`config.mk`:
```
export PLATFORM = sky130hd
export DESIGN_NAME = led_count_gen
export DESIGN_NICKNAME = d
export VERILOG_FILES = /design/src/rtl/led_count_gen.sv
export SDC_FILE = /design/constraint.sdc
export NUM_CORES = 1
export LEC_CHECK = 0
export BUFFER_PORTS_ARGS = -buffer_cell sky130_fd_sc_hd__buf_2
export CAP_MARGIN = 30
export CORE_MARGIN = 5
export CORE_UTILIZATION = 26
export DETAILED_ROUTE_END_ITERATION = 12
export PLACE_DENSITY = 0.49
export SLEW_MARGIN = 10
export SYNTH_ARGS = -nofsm -noshare
export SYNTH_HDL_FRONTEND = slang
export SYNTH_SLANG_ARGS = --single-unit
```
`constraint.sdc`:
```
create_clock -name CLK -period 7.9 [get_ports CLK]
set_clock_uncertainty 0.1 [all_clocks]
set_input_delay 1.58 -clock CLK [delete_from_list [all_inputs] [get_ports CLK]]
set_output_delay 1.58 -clock CLK [all_outputs]
set_load 0.01 [all_outputs]
```
`src/rtl/led_count_gen.sv`:
```
// led_count_gen: programmable-width up/down counter with synchronous load,
// enable, prescaler, terminal-count pulse and an LED window on the count.
//
// Ports:
//   CLK       system clock (posedge only)
//   RST       synchronous reset, active-high
//   enable    count enable; gates prescaler and counter
//   load      synchronous load strobe (overrides enable)
//   value     load value
//   dir       count direction: 1 = up, 0 = down
//   prescale  counter steps every prescale+1 enabled cycles
//   led       count[LED_LSB +: LED_W], combinational from the count register
//   count     current count
//   tc        registered one-cycle terminal-count pulse
//
// Optional feature macro: LED_COUNT_SAT_EN
//   defined   -> saturating mode: the count holds at its boundary; tc pulses
//                on every step attempted at the boundary
//   undefined -> wrap-around counting
module led_count_gen #(
    parameter int unsigned WIDTH   = 32,
    parameter int unsigned LED_W   = 8,
    parameter int unsigned LED_LSB = 16,
    parameter int unsigned PRE_W   = 8
) (
    input  logic               CLK,
    input  logic               RST,
    input  logic               enable,
    input  logic               load,
    input  logic [WIDTH-1:0]   value,
    input  logic               dir,
    input  logic [PRE_W-1:0]   prescale,
    output logic [LED_W-1:0]   led,
    output logic [WIDTH-1:0]   count,
    output logic               tc
);

    localparam logic [WIDTH-1:0] MAX_CNT = '1;

    // Elaboration-time parameter sanity checks
    generate
        if (WIDTH < 2) begin : g_bad_width
            $error("led_count_gen: WIDTH must be >= 2");
        end
        if (LED_LSB + LED_W > WIDTH) begin : g_bad_led
            $error("led_count_gen: LED_LSB + LED_W must not exceed WIDTH");
        end
    endgenerate

    logic [WIDTH-1:0] r_count;
    logic [PRE_W-1:0] r_div;
    logic             r_tc;

    logic [WIDTH-1:0] w_count_nxt;
    logic [PRE_W-1:0] w_div_nxt;
    logic             w_tc_nxt;
    logic             w_step;
    logic             w_at_bound;

    // Next-state logic: load > enable > hold (reset handled in the register)
    always_comb begin
        w_count_nxt = r_count;
        w_div_nxt   = r_div;
        w_tc_nxt    = 1'b0;
        w_step      = 1'b0;
        w_at_bound  = dir ? (r_count == MAX_CNT) : (r_count == '0);

        if (load) begin
            w_count_nxt = value;
            w_div_nxt   = '0;
        end else if (enable) begin
            // >= rather than == so a lowered prescale cannot be overrun
            if (r_div >= prescale) begin
                w_div_nxt = '0;
                w_step    = 1'b1;
            end else begin
                w_div_nxt = r_div + PRE_W'(1);
            end

            if (w_step) begin
                w_tc_nxt = w_at_bound;
`ifdef LED_COUNT_SAT_EN
                if (!w_at_bound) begin
                    w_count_nxt = dir ? (r_count + WIDTH'(1)) : (r_count - WIDTH'(1));
                end
`else
                w_count_nxt = dir ? (r_count + WIDTH'(1)) : (r_count - WIDTH'(1));
`endif
            end
        end
    end

    // State registers with synchronous reset
    always_ff @(posedge CLK) begin
        if (RST) begin
            r_count <= '0;
            r_div   <= '0;
            r_tc    <= 1'b0;
        end else begin
            r_count <= w_count_nxt;
            r_div   <= w_div_nxt;
            r_tc    <= w_tc_nxt;
        end
    end

    assign count = r_count;
    assign led   = r_count[LED_LSB +: LED_W];
    assign tc    = r_tc;

endmodule

```
==> metrics.yaml <==
synth_edf_count: 0
min_period_ns: 4.54
gr-total-overflow: 0
netlist.top_cell.by_area: "dfxtp_1"
worstSetupPathType: "input port to register"
syn_avg_cell_area_um2: 7.75
use_met3_pct: 2.40
min-delay-start: "r_div[7]"
pre_cts_ws_ns: 3.03
synthFlopType: "dfxtp_1"
clkTransAtPathRegs_ns: 0.07
fin_area_um2: 4680
cp_max_fo: 18
min_path_type: "register to register"
synth_seq_cells: 41
antenna_found_initial: 0
cts_tree: "yes"
final_hold_viol_count: 0
min_delay_path_depth: 2
routed_wl_mm: 12.5
fmax_mhz: 220
grt_max_degree: 74
post_cts_buffers: 0
seq_power_share_pct: 35.2
hold_buffers: 0
p_switching_mw: 0.244
avgRoutedWirePerCell_um: 16.3
synth_nets: 601
internal-power_mw: 0.430
yosysSeqAreaShare_pct: 20.5
r2r_end: "count[28]"
grt-busiest-layer: "met2"
status: "complete, no violations"
max_cap_viol_count: 0
area_delta_synth_final_pct: 17.0
p_leak_nw: 2.09
drc: 0
worst_slew_pin_slew_ns: 0.797
dr.pass1.iters: 4
initial_utilization_pct: 26.4
dpl-instance-area_um2: 4530
clock-sinks: 41
synthCells: 516
ant_nets: 0
hpwl_mm: 9.45
slew_violations: 0
fin_crit_sh_pct: 57.5
critPathLaunchType: "input port"
yosysUniqueCellTypes: 62
grt_pass1_wl_mm: 19.9
diodes: 0
die_w_um: 134
reg2reg_from: "r_div[0]"
grt_pass1_vias: 3847
layout.nets: 661
rows: 45
p_clk_share_pct: 32.6
vdd_drop_max_mv: 0.0763
clockBufferDepth: 2
num_vias: 3999
synth_top_area_share_pct: 20.5
gp_congestion: 0.916
clockRootBuffer: "clkbuf_16"
synthTopCellsByArea: "dfxtp_1 (21%), ha_1 (12%), a21oi_1 (5.0%)"
viasPerCell: 5.23
p_sw_share_pct: 36.2
yosysWarnings: 0
grt_util_met1_pct: 18.5
final_util_pct: 30.9
synth_area_um2: 4000
clk_latency_ns: 0.30
power.density_nw_per_um2: 144
portBuffers: 85
rrSetupSlack_ns: 4.73
htree_num_levels: 2
cts_buffers: 5
die_h_um: 134
rsz0062_at_grt: "no"
io_pins: 86
synth-async-reset-ratio_pct: 0
finalSetupTns_ns: 0
crit_path_end_kind: "register"
hold_end: "r_div[7]"
grt_usage_pct: 13.7
drive_gt1_share_pct: 19.8
coreArea_um2: 15100
drt_iter0_drc: 367
combPwrFrac_pct: 32.2
setup_viol: 0
reg2regPathDepth: 11
cp.required_ns: 7.99
use_met2_pct: 22.2
cts-resized-gates: 0
arrival_ns: 4.63
setup_ws_ns: 3.36
max_slew_margin_pct: 46.8
die_area_um2: 18000
worst max-delay path: stages:
cell,delay (ns)
buf_2,0.14
inv_1,0.51
buf_4,0.34
ha_1,0.31
a21oi_1,0.21
o21bai_1,0.09
a221o_1,0.37
a31o_1,0.23
a21oi_2,0.14
nor2_1,0.08
mux2_1,0.31
a2111oi_1,0.29
kinds of logic after synthesis:
| logic type | count (synthesis) | share of synthesized area [%] |
|---|---|---|
| AND/OR/NAND/NOR | 194 | 25.1 |
| AO/OA/AOI/OAI | 144 | 26.4 |
| buffers and inverters | 59 | 6.51 |
| flip-flops | 41 | 20.5 |
| adder cells (fa/ha/maj) | 40 | 12.7 |
| XOR/XNOR | 29 | 6.35 |
| multiplexers | 9 | 2.47 |
placed cells by master (no fill, tap or decap), types with 17 or more instances in the layout:
| cell type | n |
|---|---|
| buf_2 | 85 |
| nor2_1 | 42 |
| dfxtp_1 | 41 |
| a21oi_1 | 40 |
| ha_1 | 39 |
| nand2_1 | 32 |
| nor3_1 | 25 |
| inv_1 | 24 |
| nor2b_1 | 22 |
| a21o_1 | 19 |
| a211oi_1 | 17 |
final cells by class:
cell class                      count  area (µm²)
Tap cell                          188         235
Multi-Input combinational cell    416        2940
Timing Repair Buffer               88         448
Clock buffer                        5         125
Sequential cell                    41         821
Inverter                           24        90.1
Clock inverter                      3        21.3
Fill cell                        1654       10500
power groups by stage:
stage	Clock [mW]	Sequential [mW]	Combinational, mW
6_report	0.219	0.237	0.217
5_1_grt	0.233	0.240	0.240
2_1_floorplan	0	0.240	0.156
3_3_place_gp	0	0.242	0.216
4_1_cts	0.228	0.237	0.218
3_5_place_dp	0	0.242	0.217
synthesized netlist by cell type (all sizes together), types with 2 or more instances:
cell type  instances
a2111oi            2
a211o              3
a211oi            20
a21o              20
a21oi             41
a221oi             4
a31oi              8
and2               2
and3               5
and3b              2
buf               15
clkbuf            20
dfxtp             41
ha                39
inv               24
mux2               4
mux2i              5
nand2             32
nand2b             5
nand3             14
nand3b             3
nand4             16
nor2              43
nor2b             22
nor3              25
nor3b              5
nor4              15
o211ai             5
o21a               6
o21ai             14
o21bai             4
o22ai              3
o31a               2
o31ai              2
o32ai              2
o41ai              3
or2                2
xnor2             16
xor2              13
worst max-delay path by stage:
stage | endpoint | cells past startpoint | slack [ns] | startpoint
floorplan | count[21] | 10 | 3.46 | dir
global placement | count[28] | 12 | 3.09 | dir
detailed placement | count[28] | 12 | 3.03 | dir
CTS | count[28] | 12 | 3.35 | dir
global route | count[28] | 12 | 3.15 | dir
finish | count[28] | 12 | 3.36 | dir
layer usage:
layer,share of wire [%],up-vias
met1,48,1869
met5,0,-
met2,46,89
met3,4.2,14
met4,1.7,0
li1,-,2027
registers in the layout, summed over array words and instances (netlist names):
signal and count:
count 32, r_div 8, tc 1
through the flow:
stage               hold slack (ns)  total power, mW  cells
detailed placement            0.416            0.459    757
floorplan                     0.383            0.396    516
global placement              0.413            0.458    757
CTS                           0.435            0.683    765
global route                  0.471            0.713    765
finish                        0.427            0.674    765
(Power assumes the default switching activity.)
